[config.mk]
export PLATFORM = sky130hd
export DESIGN_NAME = fp_mult_result_buffer
export DESIGN_NICKNAME = d
export VERILOG_FILES = /design/src/rtl/fp_mult_result_buffer.sv
export SDC_FILE = /design/constraint.sdc
export NUM_CORES = 1
export LEC_CHECK = 0
export ABC_AREA = 1
export CAP_MARGIN = 20
export CORE_ASPECT_RATIO = 0.8
export CORE_UTILIZATION = 40
export CTS_BUF_LIST = sky130_fd_sc_hd__clkbuf_4
export CTS_CLUSTER_SIZE = 24
export DETAILED_ROUTE_END_ITERATION = 10
export HOLD_SLACK_MARGIN = 0.02
export PLACE_DENSITY = 0.67
export SETUP_SLACK_MARGIN = 0.4
export SKIP_LAST_GASP = 1
export SLEW_MARGIN = 20
export SYNTH_ARGS = -nofsm -noshare
export SYNTH_HDL_FRONTEND = slang
export SYNTH_SLANG_ARGS = --single-unit
[constraint.sdc]
create_clock -name clk -period 3.8 [get_ports clk]
set_clock_uncertainty 0.1 [all_clocks]
set_input_delay 0.76 -clock clk [delete_from_list [all_inputs] [get_ports clk]]
set_output_delay 0.76 -clock clk [all_outputs]
set_load 0.05 [all_outputs]
[src/rtl/fp_mult_result_buffer.sv]
// Purpose: capture fp_mult z/status results into a DEPTH-entry FIFO, stall fp_mult by credit, keep sticky flags and a result count.
// Latency: a result is captured pipe_stages enabled edges after its issue is accepted; out_valid follows one cycle after capture.
// Backpressure: mult_enable drops when FIFO occupancy plus in-flight ops reaches DEPTH; out_ready has no combinational path to mult_enable.
module fp_mult_result_buffer #(
  parameter int sig_width   = 23,
  parameter int ex_width    = 8,
  parameter int pipe_stages = 0,
  parameter int DEPTH       = 4
) (
  input  logic                         clk,
  input  logic                         resetn,
  input  logic                         issue_valid,
  output logic                         mult_enable,
  input  logic [sig_width+ex_width:0]  mult_z,
  input  logic [7:0]                   mult_status,
  output logic                         out_valid,
  input  logic                         out_ready,
  output logic [sig_width+ex_width:0]  out_z,
  output logic [7:0]                   out_status,
  input  logic                         flag_clr,
  output logic [5:0]                   acc_flags,
  output logic [15:0]                  result_cnt
);

  // Entry layout is {z, status}; status occupies the low byte.
  localparam int ZW = sig_width + ex_width + 1;
  localparam int EW = ZW + 8;
  localparam int AW = (DEPTH > 1) ? $clog2(DEPTH) : 1;
  localparam int CW = AW + 1;
  // Sum of occupancy and in-flight ops needs headroom for up to 3 extra slots.
  localparam int SW = CW + 2;

  logic [AW-1:0] r_wr_ptr;
  logic [AW-1:0] r_rd_ptr;
  logic [CW-1:0] r_count;
  logic [EW-1:0] r_mem [DEPTH];
  logic [EW-1:0] r_hold;
  logic [5:0]    r_acc;
  logic [15:0]   r_cnt;

  logic          w_cap_src;
  logic [SW-1:0] w_inflight;
  logic [SW-1:0] w_occupied;
  logic          w_wr;
  logic          w_rd;
  logic [EW-1:0] w_head;

  generate
    if (pipe_stages > 0) begin : g_pipe
      logic [pipe_stages-1:0] r_vline;

      // Valid tags advance in lockstep with the fp_mult pipeline, frozen while stalled.
      always_ff @(posedge clk or negedge resetn) begin
        if (!resetn) begin
          r_vline <= '0;
        end else if (mult_enable) begin
          r_vline[0] <= issue_valid;
          for (int i = 1; i < pipe_stages; i++) begin
            r_vline[i] <= r_vline[i-1];
          end
        end
      end

      // Number of real operations currently inside fp_mult.
      always_comb begin
        w_inflight = '0;
        for (int i = 0; i < pipe_stages; i++) begin
          w_inflight = w_inflight + SW'(r_vline[i]);
        end
      end

      assign w_cap_src = r_vline[pipe_stages-1];
    end else begin : g_nopipe
      // Combinational multiplier: the result is present in the issue cycle itself.
      assign w_cap_src  = issue_valid;
      assign w_inflight = '0;
    end
  endgenerate

  // Credit is computed from registered state only, so a push can never meet a full FIFO.
  assign w_occupied  = {{(SW-CW){1'b0}}, r_count} + w_inflight;
  assign mult_enable = (w_occupied < SW'(DEPTH));

  assign out_valid = (r_count != '0);
  assign w_wr      = mult_enable & w_cap_src;
  assign w_rd      = out_valid & out_ready;

  // When empty the outputs keep showing the entry most recently popped.
  assign w_head     = out_valid ? r_mem[r_rd_ptr] : r_hold;
  assign out_z      = w_head[EW-1:8];
  assign out_status = w_head[7:0];
  assign acc_flags  = r_acc;
  assign result_cnt = r_cnt;

  // Storage array: only entries between the pointers are ever observed, so no reset needed.
  always_ff @(posedge clk) begin
    if (w_wr) begin
      r_mem[r_wr_ptr] <= {mult_z, mult_status};
    end
  end

  // Pointers wrap naturally because DEPTH is a power of two.
  always_ff @(posedge clk or negedge resetn) begin
    if (!resetn) begin
      r_wr_ptr <= '0;
      r_rd_ptr <= '0;
    end else begin
      if (w_wr) begin
        r_wr_ptr <= r_wr_ptr + AW'(1);
      end
      if (w_rd) begin
        r_rd_ptr <= r_rd_ptr + AW'(1);
      end
    end
  end

  // Occupancy: simultaneous push and pop leave it unchanged at any level.
  always_ff @(posedge clk or negedge resetn) begin
    if (!resetn) begin
      r_count <= '0;
    end else begin
      case ({w_wr, w_rd})
        2'b10:   r_count <= r_count + CW'(1);
        2'b01:   r_count <= r_count - CW'(1);
        default: r_count <= r_count;
      endcase
    end
  end

  // Remember the departing head so an empty FIFO still presents its last value.
  always_ff @(posedge clk or negedge resetn) begin
    if (!resetn) begin
      r_hold <= '0;
    end else if (w_rd) begin
      r_hold <= r_mem[r_rd_ptr];
    end
  end

  // Sticky exception flags; a clear on a capture edge keeps only the new result's flags.
  always_ff @(posedge clk or negedge resetn) begin
    if (!resetn) begin
      r_acc <= '0;
    end else if (flag_clr) begin
      r_acc <= w_wr ? mult_status[5:0] : 6'd0;
    end else if (w_wr) begin
      r_acc <= r_acc | mult_status[5:0];
    end
  end

  // Saturating count of captured results, independent of flag_clr.
  always_ff @(posedge clk or negedge resetn) begin
    if (!resetn) begin
      r_cnt <= '0;
    end else if (w_wr && (r_cnt != 16'hFFFF)) begin
      r_cnt <= r_cnt + 16'd1;
    end
  end

endmodule

==> summary.txt, run 1 <==
Yosys
  – Sequential area share after synthesis: 0.684
  – Syn Inst Count: 890
  – Mapped Area: 0.00955 mm2
  – Avg Inst Size Synth: 10.7 um2
  – Dominant synthesized flop cell: edfxtp_1
  – Yosys warns: 0
  – Post-Syn Nets: 942
  – Async set-reset flop share out of synthesis: 0.301
  – Distinct cells, synth: 28
  – Number of synthesized flops with an enable pin: 160
  – Synthesized flop and latch total: 229

Critical path
  – Slowest stage delay, CP: 0.45 ns
  – Setup crit start kind: flop
  – Slowest-stage cell, CP: dfrtp_2
  – Delay-heaviest family, CP: buffers and inverters
  – Sum of buffers and inverters on the critical path: 3
  – Critical path type: flop to output port
  – Crit. End Element: output port
  – Arrival time at the worst endpoint: 2.32 ns
  – Crit path max fanout: 41
  – Crit-path cells: inv_6 > buf_12 > nand2_1 > nand3_1 > nand2_1 > o21ai_0 > buf_12
  – Register-to-Register Path Depth: 10
  – Critical Path Stages: 7
  – Required @ worst endpoint: 2.94 ns

Power and ir drop
  – Switching Fraction: 0.424
  – Power share of the clock group: 0.188
  – Power Density: 958 mW/mm2
  – VDD IR-drop max: 894 uV
  – Seq pwr share: 0.296
  – Logic pwr share: 0.515
  – Overall power: 11.7 mW
  – Leakage: 4.82 nW
  – P_int: 6.74 mW
  – Switching power: 4.95 mW

Floorplan
  – Starting Density: 0.408
  – Ports: 109
  – DIE HEIGHT: 140 um
  – Die Width: 175 um
  – Core area: 0.0234 mm2
  – DIE AREA: 0.0245 mm2
  – Site row count: 50

Clock tree
  – CTS tree: yes
  – Num CTS Buffers: 58
  – CTS Sinks: 229
  – Post_cts resized: 4
  – Root buffer cell: clkbuf_4
  – Post-CTS Setup Inserts: 0
  – Clock Path Buffers: 3
  – H-tree levels: 2
  – Hold buffers post-CTS: 0
  – Clock transition at the registers of the reported paths: 0.07 ns
  – Clk Latency, worst-skew pair: 0.67 ns

Layout
  – Most common cell after layout, fill and taps aside: nand2_1
  – Most frequent cells in the layout: 338 x nand2_1, 160 x edfxtp_1, 96 x clkbuf_4
  – Share of cells above drive strength 1: 0.175
  – Final nets: 1080
  – Area delta synth->final: 27.8%
  – # fillers: 2073

Drt
  – Routed length per instance: 15.1 um
  – Detail Route Antenna Nets: 0
  – Via Count: 6641
  – DRC Markers: 0
  – Drt pass-1 iters: 5
  – Initial DRC Count: 377
  – Routed WL: 20900 um
  – Vias/cell: 4.77

Run status
  – Status: finished, final reports clean

GRT
  – Wire length of the first global-routing pass: 34300 um
  – Tot GR Track Use: 0.177
  – Pin count of the biggest net entering global routing: 82
  – Initial antenna violation count: 2
  – Vias in the first global route: 6531
  – GRT overflow: 0

Timing
  – Setup violations, final: 0
  – Setup ws final: 0.616 ns
  – Slew Limit Fails: 0
  – F_max: 314 MHz
  – Worst Tran Pin Value: 0.940 ns
  – RSZ-0062 raised after global routing: false
  – Final hold vios: 0
  – Slew headroom: 0.373
  – Setup TNS Final: 0 ns
  – Tcrit/Tclk final: 0.838
  – Fin crit period: 3.18 ns

Placed design
  – Sum of net half-perimeters after detailed placement: 12200 um
  – Setup slack at placement: 0.976 ns
  – # port buffers: 108
  – Final GP Congestion: 0.782

Flow run
  – Max cap viols: 0

Min path
  – Hold WC Path Type: input pin to async pin
==> worst reg2reg max path, cell delays in order (launching register included) <==
cell and delay (ns):
dfrtp_1 0.36, inv_1 0.08, nand3_2 0.14, nand2_4 0.06
inv_1 0.09, ha_1 0.15, inv_1 0.06, fa_1 0.37
a21oi_1 0.15, o21ai_0 0.12, xor2_1 0.16
==> per-layer routing <==
| layer | track usage | vias to the layer above | wire length [um] |
|---|---|---|---|
| met1 | 0.245 | 3082 | 9740 |
| met4 | 0.0545 | 0 | 331 |
| met3 | 0.0480 | 35 | 1490 |
| li1 | - | 3322 | - |
| met2 | 0.273 | 202 | 9380 |
| met5 | 0 | - | 0 |
==> power by group through the flow <==
stage | logic [mW] | registers, mW | clock network [mW]
2_1_floorplan | 3.29 | 3.62 | 0
3_3_place_gp | 5.99 | 3.49 | 0
3_5_place_dp | 6.05 | 3.51 | 0
4_1_cts | 6.07 | 3.46 | 2.26
5_1_grt | 6.47 | 3.52 | 2.40
6_report | 6.02 | 3.46 | 2.20
==> state kept, by name, summed over array words and instances (netlist names) <==
signal      count
r_count         3
r_rd_ptr        2
acc_flags       6
r_mem         160
r_wr_ptr        2
r_hold         40
result_cnt     16
==> stage by stage <==
| stage | area, um2 | util | cells | hold WS [ns] |
|---|---|---|---|---|
| finish | 12200 | 0.521 | 1391 | 0.137 |
| global route | 12200 | 0.521 | 1390 | 0.178 |
| floorplan | 9550 | - | 890 | 0.346 |
| detailed placement | 11400 | 0.486 | 1280 | 0.364 |
| CTS | 12200 | 0.520 | 1389 | 0.133 |
| global placement | 11400 | 0.486 | 1280 | 0.363 |
==> synthesized netlist by cell type, types with 4 or more instances <==
library cell | instances | area (um2)
clkbuf_1 | 5 | 18.8
ha_1 | 6 | 75.1
nand3_1 | 85 | 425
nor2_4 | 6 | 67.6
dfrtp_1 | 69 | 1730
o21ai_0 | 71 | 355
nor2_2 | 5 | 31.3
nor2_1 | 18 | 67.6
buf_2 | 30 | 150
o21ai_1 | 26 | 130
nand2_2 | 9 | 56.3
nand2_1 | 338 | 1270
xnor2_1 | 5 | 43.8
xor2_1 | 4 | 35.0
inv_1 | 29 | 109
clkbuf_2 | 6 | 30.0
edfxtp_1 | 160 | 4800
==> cell families after synthesis <==
logic type,count (synthesis),share of synthesized area
xor+xnor,9,0.00826
simple gates,469,0.209
fa+ha+maj,7,0.00996
flops,229,0.684
buf+inv,75,0.0345
compound gates,101,0.0537
==> cell type report <==
| type | instances | area (um2) | area share |
|---|---|---|---|
| clock inverter | 13 | 80.1 | 0.00656 |
| timing repair buffer | 120 | 1610 | 0.132 |
| antenna | 2 | 5.00 | 0.000410 |
| sequential | 229 | 6530 | 0.536 |
| clock buffer | 96 | 721 | 0.0591 |
| tap | 312 | 390 | 0.0320 |
| inverter | 33 | 139 | 0.0114 |
| multi-input combinational | 586 | 2720 | 0.223 |
==> path summary, 6_finish.rpt <==
check / slack, ns / end / start
worst min register to register: 0.37 / r_count[0] / r_count[0]
worst max register to register: 1.83 / r_count[2] / r_count[0]
worst max-delay path: 0.62 / out_z[6] / r_rd_ptr[0]
worst min-delay path: 0.14 / r_hold[24] / resetn
min in group clk: 0.37 / r_count[0] / r_count[0]
max in group asynchronous: 2.80 / r_rd_ptr[1] / resetn
No activity file was read; power rests on OpenSTA's default activity.
==> run 2: changes to the inputs <==
==> constraint.sdc (replaced) <==
create_clock -name clk -period 3.1 [get_ports clk]
set_clock_uncertainty 0.1 [all_clocks]
set_input_delay 0.62 -clock clk [delete_from_list [all_inputs] [get_ports clk]]
set_output_delay 0.62 -clock clk [all_outputs]
set_load 0.05 [all_outputs]
==> summary.txt, run 2 (same netlist as run 1, synthesis figures left out) <==
Drt
  – Via Count: 7017 (+5.7%)
  – Detail Route Antenna Nets: 0 (unchanged)
  – Drt pass-1 iters: 5 (unchanged)
  – Vias/cell: 4.93 (+3.2%)
  – DRC Markers: 0 (unchanged)
  – Routed length per instance: 16.4 um (+9.1%)
  – Routed WL: 23400 um (+12%)
  – Initial DRC Count: 548 (+45%)

Layout
  – # fillers: 1921 (-7.3%)
  – Most frequent cells in the layout: 303 x nand2_1, 160 x edfxtp_1, 93 x clkbuf_4
  – Final Cell Area: 0.0133 mm2 (+9.2%)
  – Share of cells above drive strength 1: 0.280 (+0.104)
  – Most common cell after layout, fill and taps aside: nand2_1
  – Core Util, Final: 0.569 (+0.0479)
  – Final nets: 1116 (+3.3%)
  – Final Non-Filler Cells: 1424 (+2.4%)
  – Biggest register: r_mem
  – Max FFs per register: 160 (unchanged)
  – Area delta synth->final: 39.5%

Placed design
  – Sum of net half-perimeters after detailed placement: 12900 um (+5.8%)
  – Placed cell area: 0.0114 mm2 (+0.57%)
  – Setup slack at placement: 0.538 ns (-0.438 ns)
  – Cells after DPL: 1286 (+0.47%)
  – # port buffers: 108 (unchanged)
  – Final GP Congestion: 0.762 (-2.6%)

Timing
  – Slew Limit Fails: 0 (unchanged)
  – Hold slack: 0.385 ns (+0.248 ns)
  – Tcrit/Tclk final: 0.904
  – RSZ-0062 raised after global routing: true
  – Fin crit period: 2.80 ns
  – Slew headroom: 0.511 (+0.138)
  – Final hold vios: 0 (unchanged)
  – Worst Tran Pin Value: 0.733 ns (-0.207 ns)
  – Setup ws final: 0.298 ns (-0.318 ns)
  – F_max: 357 MHz
  – Setup violations, final: 0 (unchanged)
  – Setup TNS Final: 0 ns (unchanged)

Clock tree
  – H-tree levels: 2 (unchanged)
  – CTS Sinks: 229 (unchanged)
  – Clk Latency, worst-skew pair: 0.66 ns (about the same)
  – Num CTS Buffers: 56 (-3.4%)
  – Root buffer cell: clkbuf_4
  – Clock transition at the registers of the reported paths: 0.07 ns (about the same)
  – Clock Path Buffers: 3 (unchanged)
  – CTS tree: yes

Floorplan
  – DIE AREA: 0.0245 mm2 (unchanged)
  – Die Width: 175 um (unchanged)
  – DIE HEIGHT: 140 um (unchanged)
  – Ports: 109 (unchanged)
  – Core area: 0.0234 mm2 (unchanged)
  – Starting Density: 0.408 (unchanged)
  – Site row count: 50 (unchanged)

Critical path
  – Register-to-Register Path Depth: 9 (-1)
  – Crit. End Element: output port
  – Setup crit start kind: flop
  – Critical path type: flop to output port
  – Required @ worst endpoint: 2.38 ns (-0.56 ns)
  – Crit path max fanout: 8 (-80%)
  – Arrival time at the worst endpoint: 2.08 ns (-0.24 ns)

GRT
  – GRT overflow: 0 (unchanged)
  – Vias in the first global route: 6625 (+1.4%)
  – Tot GR Track Use: 0.184 (+0.00672)
  – Wire length of the first global-routing pass: 35300 um (+3.0%)
  – Initial antenna violation count: 1 (-1)
  – Pin count of the biggest net entering global routing: 82 (unchanged)

Power and ir drop
  – Overall power: 16.2 mW (+38%)
  – Power Density: 1210 mW/mm2 (+27%)
  – VDD IR-drop max: 1300 uV (+45%)
  – Leakage: 5.31 nW (+10%)

Min path
  – Hold Path Depth: 2
  – Hold WC Path Type: flop to flop

Run status
  – Status: finished, final reports clean

Flow run
  – Max cap viols: 0 (unchanged)
-- run 2: cell count changes in the layout (fill, tap and decap cells not counted), sizes merged --
cell           change
buf               +31
clkbuf             +3
clkdlybuf4s50      -7
clkinv             +2
clkinvlp           -1
diode              -1
dlygate4sd2        +3
dlygate4sd3        +1
dlymetal6s2s       +4
inv                -2
-- run 2: worst paths after layout --
kind	from	to	slack (ns)
min reg2reg	r_hold[18]	r_hold[18]	0.38
max reg2reg	r_count[2]	r_count[2]	1.05
max	r_rd_ptr[0]	out_z[15]	0.30
min in group asynchronous	resetn	r_rd_ptr[0]	0.41
max in group asynchronous	resetn	result_cnt[7]	1.82
min	r_hold[18]	r_hold[18]	0.38
-- run 2: layer usage --
| layer | GRT usage | wire (um) | part of all wire | up-vias |
|---|---|---|---|---|
| met1 | 0.255 | 10300 | 0.44 | 3346 |
| met4 | 0.0568 | 392 | 0.017 | 0 |
| met2 | 0.293 | 11200 | 0.48 | 239 |
| met3 | 0.0364 | 1440 | 0.062 | 36 |
| li1 | - | - | - | 3396 |
| met5 | 0 | 0 | 0 | - |
-- run 2: final cells by class --
class                           instances  area [um2]  area share
Clock buffer                           93         698      0.0524
Timing Repair Buffer                  158        2280       0.171
Clock inverter                         12        78.8     0.00592
Inverter                               33         151      0.0114
Tap cell                              312         390      0.0293
Sequential cell                       229        6530       0.491
Antenna cell                            1        2.50    0.000188
Multi-Input combinational cell        586        3180       0.239
-- run 2: critical path, stage by stage, from the launching register on --
cell       delay [ns]
dfrtp_2          0.44
clkinv_4         0.10
buf_12           0.16
clkbuf_16        0.15
nand2_1          0.06
nand3_1          0.08
nand2_2          0.10
o21ai_4          0.18
buf_12           0.15
-- run 2: timing repair --
action | 4_1_cts | 5_1_grt
buffers inserted | 10 | 5
hold buffers | 1 | 0
endpoints found under the hold margin | 36 | 0
gates resized for setup | 72 | 77
pin swaps | 11 | 33
endpoints found under the setup margin | 43 | 44
gates cloned | 7 | 9
-- run 2: report_power, final --
group / internal [mW] / total (mW) / switching (mW)
Combinational: 3.96 / 9.30 / 5.34
Sequential: 3.96 / 4.26 / 0.297
Clock: 1.44 / 2.61 / 1.18
==> run 3: changes to the inputs <==
--- a/config.mk
+++ b/config.mk
@@ -12,8 +12,9 @@
 export CTS_BUF_LIST = sky130_fd_sc_hd__clkbuf_4
 export CTS_CLUSTER_SIZE = 24
 export DETAILED_ROUTE_END_ITERATION = 10
+export DONT_BUFFER_PORTS = 1
 export HOLD_SLACK_MARGIN = 0.02
-export PLACE_DENSITY = 0.67
+export PLACE_DENSITY = 0.61
 export SETUP_SLACK_MARGIN = 0.4
 export SKIP_LAST_GASP = 1
 export SLEW_MARGIN = 20
==> summary.txt, run 3 (same netlist as run 1, synthesis figures left out) <==
Critical path
  – Register-to-Register Path Depth: 12 (+3)
  – Crit path max fanout: 11 (+3)
  – Required @ worst endpoint: 2.38 ns (about the same)
  – Arrival time at the worst endpoint: 2.06 ns (-0.02 ns)
  – Crit. End Element: output port
  – Setup crit start kind: flop
  – Setup slack, reg-to-reg: 0.74 ns (-0.31 ns)
  – R2R Path End: r_count[2]
  – FF-to-FF Start: r_count[2]
  – Critical path type: flop to output port

Layout
  – Share of cells above drive strength 1: 0.265 (-0.0152)
  – Biggest register: r_mem
  – Final Non-Filler Cells: 1398 (-1.8%)
  – Final nets: 1088 (-2.5%)
  – Most frequent cells in the layout: 313 x nand2_1, 160 x edfxtp_1, 96 x clkbuf_4
  – Most common cell after layout, fill and taps aside: nand2_1
  – Area delta synth->final: 30.4%
  – Max FFs per register: 160 (unchanged)

Floorplan
  – DIE HEIGHT: 140 um (unchanged)
  – Ports: 109 (unchanged)
  – Die Width: 175 um (unchanged)
  – DIE AREA: 0.0245 mm2 (unchanged)
  – Core area: 0.0234 mm2 (unchanged)
  – Starting Density: 0.408 (unchanged)
  – Site row count: 50 (unchanged)

Drt
  – Routed WL: 23800 um (+1.9%)
  – Initial DRC Count: 453 (-17%)
  – Detail Route Antenna Nets: 0 (unchanged)
  – Vias/cell: 4.94 (+0.26%)
  – Drt pass-1 iters: 5 (unchanged)
  – Via Count: 6907 (-1.6%)
  – Routed length per instance: 17.0 um (+3.7%)
  – DRC Markers: 0 (unchanged)

GRT
  – Tot GR Track Use: 0.194 (+0.00987)
  – Pin count of the biggest net entering global routing: 82 (unchanged)
  – GRT overflow: 0 (unchanged)
  – Vias in the first global route: 6723 (+1.5%)
  – Initial antenna violation count: 2 (+1)
  – Wire length of the first global-routing pass: 36700 um (+3.9%)

Placed design
  – Cells after DPL: 1218 (-5.3%)
  – Final GP Congestion: 0.792 (+4.0%)
  – Sum of net half-perimeters after detailed placement: 12300 um (-4.0%)
  – # port buffers: 0 (-100%)

Power and ir drop
  – Switching power: 6.45 mW (-5.4%)
  – Leakage: 4.96 nW (-6.6%)
  – Logic pwr share: 0.514 (-0.061)
  – Switching Fraction: 0.444 (+0.0221)
  – VDD IR-drop max: 836 uV (-36%)
  – Power Density: 1170 mW/mm2 (-3.8%)
  – Seq pwr share: 0.308 (+0.045)
  – Power share of the clock group: 0.178 (+0.016)
  – P_int: 8.08 mW (-14%)

Min path
  – Hold Path End: r_rd_ptr[0]
  – Hold Path Depth: 4 (+2)
  – Hold WC Path Type: input pin to flop
  – Hold Startpoint: out_ready

Clock tree
  – Clock Path Buffers: 3 (unchanged)
  – Clk Latency, worst-skew pair: 0.66 ns (about the same)
  – Num CTS Buffers: 57 (+1.8%)
  – CTS Sinks: 229 (unchanged)
  – Clock transition at the registers of the reported paths: 0.06 ns (about the same)
  – H-tree levels: 2 (unchanged)
  – Root buffer cell: clkbuf_4
  – CTS tree: yes

Timing
  – Slew Limit Fails: 0 (unchanged)
  – Slew headroom: 0.504 (-0.00762)
  – Final hold vios: 0 (unchanged)
  – Worst Tran Pin Value: 0.744 ns (+0.0114 ns)
  – Setup violations, final: 0 (unchanged)
  – Fin crit period: 2.78 ns (-0.0253 ns)
  – Setup TNS Final: 0 ns (unchanged)
  – RSZ-0062 raised after global routing: true
  – F_max: 360 MHz (+0.91%)
  – Tcrit/Tclk final: 0.896 (-0.00817)

Flow run
  – Max cap viols: 0 (unchanged)

Run status
  – Status: finished, final reports clean
## run 3: cell types whose count changed in the layout (fill, tap and decap cells not counted), sizes merged, moves of 3 or more
| cell | before | now |
|---|---|---|
| buf | 84 | 81 |
| dlygate4sd3 | 1 | 43 |
| dlygate4sd2 | 3 | 0 |
| clkdlybuf4s50 | 60 | 0 |
| dlymetal6s2s | 4 | 0 |
## run 3: critical path: stages, from the launching register on
cell and delay [ns]:
dfrtp_2 0.44, clkinv_4 0.09, buf_6 0.13, clkbuf_16 0.17, nand2_1 0.05, nand3_1 0.06, nand2_1 0.06, o21ai_1 0.19
buf_6 0.19
## run 3: how the worst max path moves through the flow
stage / depth (start not counted) / to / from
2_1_floorplan: 3 / r_mem[0][0] / r_count[2]
3_3_place_gp: 6 / out_z[31] / r_rd_ptr[1]
3_5_place_dp: 6 / out_z[8] / r_rd_ptr[1]
4_1_cts: 8 / out_z[5] / r_rd_ptr[0]
5_1_grt: 7 / out_z[25] / r_count[2]
6_report: 8 / out_z[23] / r_rd_ptr[0]
## run 3: area by class of cell
type,instances,area (um2)
Clock buffer,96,721
Sequential cell,229,6530
Timing Repair Buffer,129,1640
Tap cell,312,390
Inverter,33,151
Antenna cell,2,5.00
Fill cell,2081,11000
Multi-Input combinational cell,586,2960
Clock inverter,11,50.0
## run 3: power groups by stage
stage          clock (mW)  sequential, mW  combinational (mW)
5_1_grt              2.82            4.54                8.00
3_5_place_dp            0            4.51                5.65
3_3_place_gp            0            4.50                5.59
6_report             2.59            4.48                7.47
2_1_floorplan           0            4.43                4.07
4_1_cts              2.66            4.47                6.80
## run 3: timing repair
action,4_1_cts,5_1_grt
resized for setup,67,81
hold endpoints to repair,235,0
hold buffers,44,0
buffers inserted,9,4
cloned,9,5
endpoints found under the setup margin,40,40
pin swaps,7,14
## run 3: metrics by stage
stage,util,cell area (um2),setup slack (ns),hold WS (ns),power [mW]
detailed placement,0.438,10200,0.736,0.226,10.2
CTS,0.514,12000,0.251,0.0811,13.9
global placement,0.438,10200,0.721,0.226,10.1
finish,0.532,12400,0.323,0.150,14.5
global route,0.532,12400,0.201,0.130,15.4
floorplan,-,9550,0.0763,0.224,8.50
## run 3: layer usage
layer  share of wire  up-vias  global-route usage
li1                -     3342                   -
met1            0.45     3335               0.265
met4           0.016        0              0.0622
met2            0.47      195               0.307
met3           0.060       35              0.0440
met5               0        -                   0
